## src/rtl/instr_fetch_if.sv

```systemverilog
// Instruction-memory read bus between the fetch stage and instruction memory.
// master: drives imem_addr, samples imem_data; slave: the memory side.
interface instr_fetch_if #(
   parameter int ADDR_W = 32
);
   logic [ADDR_W-1:0] imem_addr;
   logic [31:0]       imem_data;

   modport master (
      output imem_addr,
      input  imem_data
   );

   modport slave (
      input  imem_addr,
      output imem_data
   );
endinterface

```

## src/rtl/instr_fetch.sv

```systemverilog
// MIPS fetch stage: owns the PC, reads instruction memory (same-cycle data)
// and fills the IF/ID register. Supports start, stall, redirect and
// end-of-program detection (DONE once the PC walks off the last word).
// Ports: clk, rst_n (async, active-low); start, stall, redirect, redirect_pc;
//   imem (instr_fetch_if.master: imem_addr out = PC, imem_data in);
//   if_id_instr, if_id_pc1, if_id_valid, fetch_done.
// Optional macro INSTR_FETCH_PERF_CNT_EN adds fetch_count, a saturating
//   count of instructions captured into IF/ID.
module instr_fetch #(
   parameter int ADDR_W     = 32,
   parameter int IMEM_DEPTH = 129,
   parameter int RESET_PC   = 0
) (
   input  logic              clk,
   input  logic              rst_n,
   input  logic              start,
   input  logic              stall,
   input  logic              redirect,
   input  logic [ADDR_W-1:0] redirect_pc,
   instr_fetch_if.master     imem,
   output logic [31:0]       if_id_instr,
   output logic [ADDR_W-1:0] if_id_pc1,
   output logic              if_id_valid,
`ifdef INSTR_FETCH_PERF_CNT_EN
   output logic [31:0]       fetch_count,
`endif
   output logic              fetch_done
);

   localparam logic [ADDR_W-1:0] DEPTH_C  = ADDR_W'(IMEM_DEPTH);
   localparam logic [ADDR_W-1:0] RST_PC_C = ADDR_W'(RESET_PC);

   typedef enum logic [1:0] {
      S_IDLE,
      S_FETCH,
      S_DONE
   } state_e;

   state_e            state_q, state_d;
   logic [ADDR_W-1:0] pc_q, pc_d;
   logic [31:0]       instr_q, instr_d;
   logic [ADDR_W-1:0] pc1_q, pc1_d;
   logic              valid_q, valid_d;

   logic [ADDR_W-1:0] pc_inc;
   logic              pc_ok;
   logic              rpc_ok;
   logic              capture;

   // Wraps mod 2^ADDR_W; the DONE check stops fetching long before that.
   assign pc_inc = pc_q + {{(ADDR_W-1){1'b0}}, 1'b1};
   assign pc_ok  = (pc_q < DEPTH_C);
   assign rpc_ok = (redirect_pc < DEPTH_C);

   always_ff @(posedge clk or negedge rst_n) begin
      if (!rst_n) begin
         state_q <= S_IDLE;
         pc_q    <= RST_PC_C;
         instr_q <= '0;
         pc1_q   <= '0;
         valid_q <= 1'b0;
      end else begin
         state_q <= state_d;
         pc_q    <= pc_d;
         instr_q <= instr_d;
         pc1_q   <= pc1_d;
         valid_q <= valid_d;
      end
   end

   always_comb begin
      state_d = state_q;
      pc_d    = pc_q;
      instr_d = instr_q;
      pc1_d   = pc1_q;
      valid_d = valid_q;
      capture = 1'b0;
      unique case (state_q)
         S_IDLE: begin
            // IF/ID is left alone; stall has no effect here.
            valid_d = 1'b0;
            if (redirect) begin
               pc_d = redirect_pc;
            end
            if (start) begin
               if (redirect) begin
                  state_d = rpc_ok ? S_FETCH : S_DONE;
               end else begin
                  state_d = pc_ok ? S_FETCH : S_DONE;
               end
            end
         end
         S_FETCH: begin
            if (redirect) begin
               // Flush: the word fetched this cycle is from the wrong path.
               pc_d    = redirect_pc;
               instr_d = '0;
               valid_d = 1'b0;
               state_d = rpc_ok ? S_FETCH : S_DONE;
            end else if (!stall) begin
               capture = 1'b1;
               instr_d = imem.imem_data;
               pc1_d   = pc_inc;
               valid_d = 1'b1;
               pc_d    = pc_inc;
               if (pc_inc == DEPTH_C) begin
                  state_d = S_DONE;
               end
            end
         end
         S_DONE: begin
            // Only an in-range redirect restarts fetching.
            if (redirect && rpc_ok) begin
               pc_d    = redirect_pc;
               instr_d = '0;
               valid_d = 1'b0;
               state_d = S_FETCH;
            end else if (!stall) begin
               valid_d = 1'b0;
            end
         end
         default: begin
            state_d = S_IDLE;
         end
      endcase
   end

`ifdef INSTR_FETCH_PERF_CNT_EN
   logic [31:0] cnt_q, cnt_d;

   always_comb begin
      cnt_d = cnt_q;
      if (capture && (cnt_q != 32'hFFFF_FFFF)) begin
         cnt_d = cnt_q + 32'd1;
      end
   end

   always_ff @(posedge clk or negedge rst_n) begin
      if (!rst_n) begin
         cnt_q <= '0;
      end else begin
         cnt_q <= cnt_d;
      end
   end

   assign fetch_count = cnt_q;
`else
   logic unused_capture;
   assign unused_capture = capture;
`endif

   assign imem.imem_addr = pc_q;
   assign if_id_instr    = instr_q;
   assign if_id_pc1      = pc1_q;
   assign if_id_valid    = valid_q;
   assign fetch_done     = (state_q == S_DONE);

endmodule

```

## src/flat_wrapper.sv

```systemverilog
// flat-port wrapper written by rule: the top's interface ports become plain ports
module instr_fetch_flat 
#(
   parameter int ADDR_W     = 32,
   parameter int IMEM_DEPTH = 129,
   parameter int RESET_PC   = 0
)
  (clk, rst_n, start, stall, redirect, redirect_pc, if_id_instr, if_id_pc1, if_id_valid, fetch_done, imem_imem_addr, imem_imem_data);
  instr_fetch_if #(.ADDR_W(ADDR_W)) imem_i ();
  input  logic clk;
  input  logic rst_n;
  input  logic start;
  input  logic stall;
  input  logic redirect;
  input  logic [ADDR_W-1:0] redirect_pc;
  output logic [31:0] if_id_instr;
  output logic [ADDR_W-1:0] if_id_pc1;
  output logic if_id_valid;
  output logic fetch_done;
  output wire logic [$bits(imem_i.imem_addr)-1:0] imem_imem_addr;
  input wire logic [$bits(imem_i.imem_data)-1:0] imem_imem_data;
  assign imem_imem_addr = imem_i.imem_addr;
  assign imem_i.imem_data = imem_imem_data;
  instr_fetch #(.ADDR_W(ADDR_W), .IMEM_DEPTH(IMEM_DEPTH), .RESET_PC(RESET_PC)) u_core (.clk(clk), .rst_n(rst_n), .start(start), .stall(stall), .redirect(redirect), .redirect_pc(redirect_pc), .imem(imem_i), .if_id_instr(if_id_instr), .if_id_pc1(if_id_pc1), .if_id_valid(if_id_valid), .fetch_done(fetch_done));
endmodule
```

## config.mk

```make
export PLATFORM = sky130hd
export DESIGN_NAME = instr_fetch_flat
export DESIGN_NICKNAME = d
export VERILOG_FILES = /design/src/rtl/instr_fetch_if.sv /design/src/rtl/instr_fetch.sv /design/src/flat_wrapper.sv
export SDC_FILE = /design/constraint.sdc
export NUM_CORES = 1
export LEC_CHECK = 0
export ABC_AREA = 1
export CELL_PAD_IN_SITES_DETAIL_PLACEMENT = 1
export CELL_PAD_IN_SITES_GLOBAL_PLACEMENT = 1
export CORE_MARGIN = 4
export CORE_UTILIZATION = 33
export CTS_CLUSTER_DIAMETER = 60
export DETAILED_ROUTE_END_ITERATION = 8
export HOLD_SLACK_MARGIN = 0.1
export PLACE_DENSITY_LB_ADDON = 0.1
export SYNTH_ARGS = -nofsm -noshare
export SYNTH_HDL_FRONTEND = slang
export SYNTH_SLANG_ARGS = --single-unit
```

## constraint.sdc

```tcl
create_clock -name clk -period 2.65 [get_ports clk]
set_input_delay 0.53 -clock clk [delete_from_list [all_inputs] [get_ports clk]]
set_output_delay 0.53 -clock clk [all_outputs]
set_load 0.05 [all_outputs]
```

==> flow_metrics.py, run 1 <==
metrics = {
    "global_routing": {
        "grt_max_degree": 65,
        "antenna_found_initial": 1,
        "grt_overflow": 0,
        "grt_pass1_wl_um": 33600,
        "grt_pass1_vias": 6175,
        "grt_usage_pct": 22.9,
    },
    "logic_synthesis": {
        "syn_area_um2": 5530,
        "yosysUniqueCellTypes": 30,
        "synth_compound_area_share_pct": 12.7,
        "syn_area_per_cell_um2": 7.20,
        "synth_simple_gate_area_share_pct": 34.4,
        "ys_seq_area_share_pct": 44.8,
        "synth_nets": 840,
        "ys_ff_latch": 99,
        "synth_top_family_by_area": "simple AND/OR/NAND/NOR gates",
        "synthXorXnorAreaFrac_pct": 0.791,
        "synth_warnings": 0,
        "synth_cells": 769,
        "yosys.area_share.adder_pct": 0.452,
        "synthMuxAreaShare_pct": 0,
    },
    "critical_path": {
        "start_kind": "flop",
        "worst-path-max-fanout": 6,
        "cp_data_required_time_ps": 2890,
        "end_kind": "flop",
        "crit_family": "simple AND/OR/NAND/NOR gates",
        "cp_cell_sequence": "ha_1, nand2_2, nor2_4, nand2_4, nor2_2, nand2_1, nand2_1, nand2_1, nor2_1, nand2_1, nor2_2, nand3_2, nand2_2, nand2_1, nand2_1, nand2_1",
        "crit_path_start": "u_core.imem.imem_addr[0]",
        "r2r_end": "u_core.state_q[0]",
        "cp_num_cells": 16,
        "critical_path_arrival_ps": 2640,
        "r2r_slack_ps": 250,
        "worstSetupPathType": "flop to flop",
        "cp_slowest_cell": "dfrtp_1",
        "r2r-start": "u_core.imem.imem_addr[0]",
        "cp_common_cell": "nand2_1",
        "slowest_delay_ps": 450,
        "crit_buf_inv": 0,
        "reg2regPathDepth": 16,
        "crit_end": "u_core.state_q[0]",
    },
    "clock_tree": {
        "clockBufferDepth": 2,
        "numCtsBuffers": 9,
        "cts_tree": "yes",
        "cts_sinks": 99,
        "htree_levels": 3,
        "hold_buffers": 0,
        "worstSkewPairLatency_ps": 350,
        "cts_setup_buffers": 0,
        "root_buffer": "clkbuf_16",
        "path_clk_slew_ps": 70,
        "post_cts_resized": 0,
    },
    "floorplanning": {
        "rows": 47,
        "die_y_um": 138,
        "core_area_um2": 16500,
        "initial_utilization_pct": 33.5,
        "die_area_um2": 18900,
        "dieWidth_um": 138,
        "io_pins": 167,
    },
    "timing": {
        "fin_crit_sh_pct": 90.6,
        "slew_headroom_pct": 63.7,
        "slew_violations": 0,
        "hold_violations": 0,
        "setup_violations": 0,
        "worst_slew_pin_slew_ps": 543,
        "max_freq_mhz": 417,
        "skew_ps": 8.97,
        "setup_tns_ps": 0,
        "layout_setup_ws_ps": 250,
        "whs_ps": 151,
        "rsz0062_at_grt": "false",
        "fin_crit_ps": 2400,
    },
    "layout": {
        "drive_gt1_share_pct": 7.86,
        "antenna_cells": 0,
        "nets": 1008,
        "final_util_pct": 47.5,
        "final_cell_area_um2": 7850,
        "syn_to_final_growth_pct": 41.9,
        "instances_no_fill": 1162,
    },
    "placement": {
        "place.gp.congestion": 0.884,
        "place_area_um2": 7550,
        "place_ws_ps": 59.1,
        "dp_cells": 1146,
        "dp_hpwl_um": 16600,
        "port_buffers": 166,
    },
    "routing": {
        "wl_per_cell_um": 18.0,
        "drcViolationCount": 0,
        "drt_first_pass_iters": 5,
        "via_count": 5777,
        "drt_iter0_drc": 303,
        "vias_per_cell": 4.97,
        "routed_wirelength_um": 20900,
        "antenna_left": 0,
    },
    "hold_path": {
        "hold_class": "primary input to asynchronous set/reset pin",
    },
    "power": {
        "power_density_nw_per_um2": 1420,
        "p_leak_nw": 3.49,
        "p_total_mw": 11.1,
        "max-vdd-ir-drop_uv": 481,
    },
    "run": {
        "cap_violations": 0,
    },
    "outcome": {
        "outcome": "finished, final reports clean",
    },
}
==> layout by cell type, fill, tap and decap left out, types with 10 or more instances in the layout <==
cell type          n
nand2_1          282
clkdlybuf4s50_1  164
dfrtp_1           99
nor2_1            66
inv_1             65
o21ai_0           54
o21ai_1           40
nand3_1           31
o211ai_1          25
buf_4             17
nand2_2           10
==> per-layer routing <==
metal	vias up	track usage, %	wire length [um]
met5	-	0	11
met4	2	7.48	507
met3	20	5.41	1400
met2	176	37.5	10000
met1	2769	29.9	8960
li1	2810	-	-
==> worst reg2reg max path, delay by kind of cell, from the launching register on <==
kind / cells / cell delay, ps
adder cells (fa/ha/maj): 1 / 260
flip-flops: 1 / 450
AND/OR/NAND/NOR: 15 / 1580
==> kinds of logic (layout without fill, tap and decap cells) <==
logic type | count (synthesis) | count (layout)
flops | 99 | 99
simple gates | 438 | 438
fa+ha+maj | 2 | 2
xor+xnor | 5 | 5
compound gates | 126 | 126
buf+inv | 99 | 272
==> cell type report <==
cell class | instances | area [um^2]
fill | 2014 | 8670
multi-input combinational | 571 | 2680
sequential | 99 | 2480
timing repair buffer | 185 | 1850
tap | 220 | 275
inverter | 71 | 267
clock buffer | 9 | 225
clock inverter | 7 | 82.6
==> cells in the mapped netlist <==
| library cell | count | area [um^2] |
|---|---|---|
| inv_2 | 6 | 22.5 |
| xor2_1 | 5 | 43.8 |
| a21boi_0 | 1 | 7.51 |
| nor2_2 | 6 | 37.5 |
| buf_2 | 7 | 35.0 |
| nand2_4 | 2 | 22.5 |
| buf_4 | 1 | 7.51 |
| o21ai_1 | 40 | 200 |
| nor3_1 | 9 | 45.0 |
| nand3_1 | 31 | 155 |
| o21ai_0 | 54 | 270 |
| clkbuf_1 | 19 | 71.3 |
| buf_1 | 1 | 3.75 |
| nor4_1 | 7 | 43.8 |
| nor2_8 | 2 | 40.0 |
| nand2_2 | 9 | 56.3 |
| ha_1 | 2 | 25.0 |
| a31oi_1 | 5 | 31.3 |
| nand4_1 | 7 | 43.8 |
| o211ai_1 | 25 | 188 |
| nand3_2 | 3 | 30.0 |
| and2_1 | 1 | 6.26 |
| nor2_1 | 67 | 251 |
| nand2_1 | 283 | 1060 |
| a21oi_1 | 1 | 5.00 |
| or2_1 | 1 | 6.26 |
| dfrtp_1 | 99 | 2480 |
| nand3b_1 | 3 | 22.5 |
| inv_1 | 65 | 244 |
| nor2_4 | 7 | 78.8 |
==> sequential cells by signal, summed over array words and instances (netlist names) <==
name                   count
u_core.if_id_instr        32
u_core.if_id_pc1          32
u_core.imem.imem_addr     32
u_core.state_q             2
u_core.if_id_valid         1
==> power breakdown <==
part	switching (mW)	internal, mW
sequential	0.727	2.20
clock	0.650	0.751
combinational	4.67	2.12
==> how the worst min path moves through the flow <==
stage	start	end	slack [ps]	depth (start not counted)
2_1_floorplan	rst_n	u_core.if_id_instr[0]	230	0
3_3_place_gp	u_core.if_id_pc1[6]	u_core.if_id_pc1[6]	470	2
3_5_place_dp	u_core.if_id_pc1[2]	u_core.if_id_pc1[2]	470	2
4_1_cts	rst_n	u_core.if_id_pc1[16]	150	1
5_1_grt	rst_n	u_core.if_id_pc1[16]	170	1
6_report	rst_n	u_core.if_id_pc1[16]	150	1
(Power assumes the default switching activity.)
==> run 2: changes to the inputs <==
Settings changed: CORE_MARGIN 4 to 1.5.
==> flow_metrics.py, run 2 (synthesis results as in run 1) <==
metrics = {
    "critical_path": {
        "cp_data_required_time_ps": 2120,
        "worst-path-max-fanout": 6,
        "cp_slowest_cell": "clkdlybuf4s50_1",
        "critical_path_arrival_ps": 1940,
        "crit_family": "buffers and inverters",
        "start_kind": "flop",
        "cp_cell_sequence": "inv_1, nor2_1, buf_4, clkdlybuf4s50_1",
        "end_kind": "output port",
        "r2r_slack_ps": 270,
        "worstSetupPathType": "flop to output port",
        "crit_buf_inv": 3,
        "slowest_delay_ps": 830,
    },
    "layout": {
        "antenna_cells": 0,
        "layout_common_cells": "282 x nand2_1, 165 x clkdlybuf4s50_1, 98 x dfrtp_1",
        "nets": 1007,
        "drive_gt1_share_pct": 7.76,
        "fillers": 2069,
        "syn_to_final_growth_pct": 41.3,
        "layout_commonest_cell": "nand2_1",
        "instances_no_fill": 1161,
        "final_cell_area_um2": 7820,
        "final-seq-area_um2": 2480,
        "multi_input_area_um2": 2680,
    },
    "placement": {
        "dp_hpwl_um": 16300,
        "place_ws_ps": 15.8,
        "dp_cells": 1144,
        "place_area_um2": 7520,
        "place.gp.congestion": 0.878,
        "port_buffers": 166,
    },
    "timing": {
        "fin_crit_ps": 2470,
        "fin_crit_sh_pct": 93.2,
        "slew_headroom_pct": 63.6,
        "max_freq_mhz": 405,
        "rsz0062_at_grt": "false",
        "hold_violations": 0,
        "setup_violations": 0,
        "setup_tns_ps": 0,
        "skew_ps": 6.43,
        "slew_violations": 0,
        "worst_slew_pin_slew_ps": 545,
        "layout_setup_ws_ps": 181,
    },
    "routing": {
        "drt_iter0_drc": 257,
        "routed_wirelength_um": 20800,
        "drcViolationCount": 0,
        "drt_first_pass_iters": 4,
        "via_count": 5840,
        "wl_per_cell_um": 17.9,
        "vias_per_cell": 5.03,
        "antenna_left": 0,
    },
    "clock_tree": {
        "worstSkewPairLatency_ps": 350,
        "clockBufferDepth": 2,
        "root_buffer": "clkbuf_16",
        "htree_levels": 3,
        "numCtsBuffers": 9,
        "path_clk_slew_ps": 70,
        "cts_tree": "yes",
        "cts_sinks": 99,
    },
    "global_routing": {
        "grt_usage_pct": 24.6,
        "grt_pass1_wl_um": 33800,
        "grt_pass1_vias": 6333,
        "grt_max_degree": 65,
        "grt_overflow": 0,
        "antenna_found_initial": 0,
    },
    "power": {
        "combPwrFrac_pct": 61.3,
        "clkPwrFrac_pct": 11.9,
        "swShare_pct": 55.0,
        "max-vdd-ir-drop_uv": 605,
        "p_switching_mw": 6.04,
        "power_density_nw_per_um2": 1410,
        "p_int_mw": 4.94,
        "pwr-share-seq_pct": 26.8,
        "p_leak_nw": 3.47,
        "p_total_mw": 11.0,
    },
    "floorplanning": {
        "dieWidth_um": 133,
        "die_area_um2": 17600,
        "rows": 47,
        "initial_utilization_pct": 33.6,
        "io_pins": 167,
        "core_area_um2": 16500,
        "die_y_um": 133,
    },
    "outcome": {
        "outcome": "finished, final reports clean",
    },
    "hold_path": {
        "hold_class": "flop to flop",
    },
    "run": {
        "cap_violations": 0,
    },
}
## run 2: worst paths after layout
| check | from | endpoint | cells past startpoint |
|---|---|---|---|
| worst max-delay path | u_core.state_q[1] | fetch_done | 4 |
| worst min-delay path | u_core.if_id_pc1[9] | u_core.if_id_pc1[9] | 2 |
| worst max register to register | u_core.imem.imem_addr[1] | u_core.state_q[0] | 16 |
| worst min register to register | u_core.if_id_pc1[9] | u_core.if_id_pc1[9] | 2 |
| max in group asynchronous | rst_n | u_core.imem.imem_addr[0] | 3 |
| min in group asynchronous | rst_n | u_core.if_id_pc1[16] | 2 |
## run 2: what timing repair did
action	in CTS	in global routing
endpoints found under the setup margin	0	2
hold endpoints to repair	6	0
resized for setup	0	2
hold buffers	1	0
buffers inserted	0	0
## run 2: final cells by class
| cell class | instances | area share, % |
|---|---|---|
| multi-input cells | 571 | 34.3 |
| clock inverters | 6 | 0.560 |
| clock buffers | 10 | 3.06 |
| repair buffers | 184 | 23.5 |
| inverters | 71 | 3.41 |
| well taps | 220 | 3.52 |
| flip-flops and latches | 99 | 31.7 |
## run 2: routing by layer
metal	GRT usage (%)	vias up	share of wire, %
met1	31.3	2855	44
li1	-	2802	-
met4	10.0	0	2.9
met3	4.21	28	4.9
met5	0	-	0
met2	41.5	155	49
## run 2: worst min-delay path: cells and delay by family, from the launching register on
family,cells,cell delay [ps]
compound gates,1,60
flops,1,340
simple gates,1,50
## run 2: per-stage QoR
| stage | hold WS [ps] | util, % |
|---|---|---|
| floorplan | 234 | - |
| global placement | 461 | 45.7 |
| detailed placement | 466 | 45.7 |
| CTS | 488 | 47.5 |
| global route | 513 | 47.5 |
| finish | 486 | 47.5 |
## run 2: power by group through the flow
| stage | clock network (mW) | logic [mW] | registers, mW |
|---|---|---|---|
| CTS | 1.35 | 6.79 | 2.94 |
| finish | 1.31 | 6.74 | 2.94 |
| global placement | 0 | 6.58 | 2.92 |
| detailed placement | 0 | 6.76 | 2.95 |
| global route | 1.39 | 7.24 | 3.04 |
| floorplan | 0 | 2.13 | 5.03 |
==> run 3: changes to the inputs <==
Settings changed: CELL_PAD_IN_SITES_DETAIL_PLACEMENT 1 to 0.
==> flow_metrics.py, run 3 (synthesis results as in run 1) <==
metrics = {
    "layout": {
        "syn_to_final_growth_pct": 42.0,
        "fillers": 1639,
        "antenna_cells": 0,
        "multi_input_area_um2": 2680,
        "final-seq-area_um2": 2480,
        "layout_common_cells": "282 x nand2_1, 165 x clkdlybuf4s50_1, 99 x dfrtp_1",
        "instances_no_fill": 1161,
        "layout_commonest_cell": "nand2_1",
        "drive_gt1_share_pct": 7.55,
        "nets": 1007,
    },
    "global_routing": {
        "grt_pass1_wl_um": 30800,
        "grt_overflow": 0,
        "antenna_found_initial": 0,
        "grt_usage_pct": 22.4,
        "grt_max_degree": 65,
        "grt_pass1_vias": 5585,
    },
    "clock_tree": {
        "path_clk_slew_ps": 70,
        "cts_sinks": 99,
        "cts_tree": "yes",
        "root_buffer": "clkbuf_16",
        "numCtsBuffers": 9,
        "cts_setup_buffers": 0,
        "clockBufferDepth": 2,
        "htree_levels": 3,
        "worstSkewPairLatency_ps": 350,
    },
    "timing": {
        "setup_tns_ps": 0,
        "max_freq_mhz": 410,
        "slew_headroom_pct": 63.6,
        "layout_setup_ws_ps": 210,
        "worst_slew_pin_slew_ps": 545,
        "slew_violations": 0,
        "fin_crit_ps": 2440,
        "skew_ps": 6.45,
        "rsz0062_at_grt": "false",
        "fin_crit_sh_pct": 92.1,
        "hold_violations": 0,
        "setup_violations": 0,
    },
    "placement": {
        "dp_cells": 1144,
        "dp_hpwl_um": 14700,
        "place_ws_ps": 70.1,
        "place.gp.congestion": 0.878,
        "port_buffers": 166,
    },
    "power": {
        "p_int_mw": 5.13,
        "power_density_nw_per_um2": 1410,
        "swShare_pct": 53.6,
        "combPwrFrac_pct": 60.0,
        "pwr-share-seq_pct": 26.6,
        "clkPwrFrac_pct": 13.4,
        "p_switching_mw": 5.92,
        "max-vdd-ir-drop_uv": 723,
        "p_leak_nw": 3.49,
    },
    "floorplanning": {
        "core_area_um2": 16500,
        "dieWidth_um": 133,
        "die_y_um": 133,
        "die_area_um2": 17600,
        "rows": 47,
        "initial_utilization_pct": 33.6,
        "io_pins": 167,
    },
    "routing": {
        "drt_iter0_drc": 428,
        "antenna_left": 0,
        "drcViolationCount": 0,
        "vias_per_cell": 4.86,
        "wl_per_cell_um": 16.5,
        "via_count": 5643,
        "drt_first_pass_iters": 4,
        "routed_wirelength_um": 19100,
    },
    "critical_path": {
        "cp_slowest_cell": "clkdlybuf4s50_1",
        "crit_buf_inv": 3,
        "worst-path-max-fanout": 6,
        "slowest_delay_ps": 830,
        "start_kind": "flop",
        "crit_family": "buffers and inverters",
        "cp_data_required_time_ps": 2120,
        "worstSetupPathType": "flop to output port",
        "critical_path_arrival_ps": 1910,
        "end_kind": "output port",
        "cp_cell_sequence": "inv_1, nor2_1, buf_4, clkdlybuf4s50_1",
    },
    "outcome": {
        "outcome": "finished, final reports clean",
    },
    "hold_path": {
        "hold_class": "flop to flop",
    },
    "run": {
        "cap_violations": 0,
    },
}
## run 3: changes by cell type in the layout (fill, tap and decap cells not counted)
cell / previous run / this run
bufinv_16: 0 / 2
clkbuf_1: 0 / 1
clkinv_2: 2 / 1
clkinvlp_4: 1 / 0
dfrtp_1: 98 / 99
dfrtp_2: 1 / 0
inv_6: 3 / 2
## run 3: through the flow
stage	power, mW	hold slack, ps	instance area [um^2]	util [%]
2_1_floorplan	7.16	234	5530	-
3_3_place_gp	9.51	461	7520	45.7
3_5_place_dp	9.59	464	7520	45.7
4_1_cts	11.1	482	7860	47.7
5_1_grt	11.7	513	7860	47.7
6_report	11.1	474	7860	47.7
## run 3: final timing paths
check / from / to / slack [ps] / cells after the start
max in group asynchronous: rst_n / u_core.if_id_instr[1] / 1200 / 3
min in group asynchronous: rst_n / u_core.if_id_pc1[16] / 650 / 2
setup reg to reg: u_core.imem.imem_addr[0] / u_core.state_q[0] / 300 / 14
hold reg to reg: u_core.if_id_pc1[3] / u_core.if_id_pc1[3] / 470 / 2
setup / recovery: u_core.state_q[1] / fetch_done / 210 / 4
hold / removal: u_core.if_id_pc1[3] / u_core.if_id_pc1[3] / 470 / 2
## run 3: layout make-up
| cell class | instances | area share [%] |
|---|---|---|
| repair buffers | 184 | 23.3 |
| clock inverters | 5 | 1.05 |
| flip-flops and latches | 99 | 31.5 |
| well taps | 220 | 3.50 |
| clock buffers | 11 | 3.09 |
| multi-input cells | 571 | 34.1 |
| inverters | 71 | 3.39 |
## run 3: power by group through the flow
stage | Combinational (mW) | Clock (mW) | Sequential (mW)
floorplan | 2.13 | 0 | 5.03
global placement | 6.58 | 0 | 2.92
detailed placement | 6.65 | 0 | 2.95
CTS | 6.67 | 1.52 | 2.94
global route | 7.13 | 1.57 | 3.04
finish | 6.64 | 1.48 | 2.94
## run 3: repair_timing
| action | 4_1_cts | 5_1_grt |
|---|---|---|
| resized for setup | 0 | 1 |
| setup endpoints to repair | 0 | 1 |
| hold buffers | 1 | 0 |
| hold endpoints to repair | 3 | 0 |
## run 3: per-layer routing
| layer | global-route usage, % | up-vias | share of wire [%] |
|---|---|---|---|
| met5 | 0 | - | 0 |
| met4 | 5.80 | 0 | 2.0 |
| met3 | 4.67 | 19 | 6.1 |
| li1 | - | 2800 | - |
| met1 | 30.6 | 2634 | 46 |
| met2 | 36.3 | 190 | 46 |
## run 3: worst reg2reg max path, stage by stage (launching register included)
cell and delay [ps]:
dfrtp_1 460, ha_1 260, nand2_2 90, nor2_4 190
nand2_4 110, o21ai_1 170, nand2_1 160, nor2_1 140
nand3_1 130, nor2_2 180, nand3_2 100, nand2_2 80
nand2_1 50, nand2_1 70, nand2_1 50
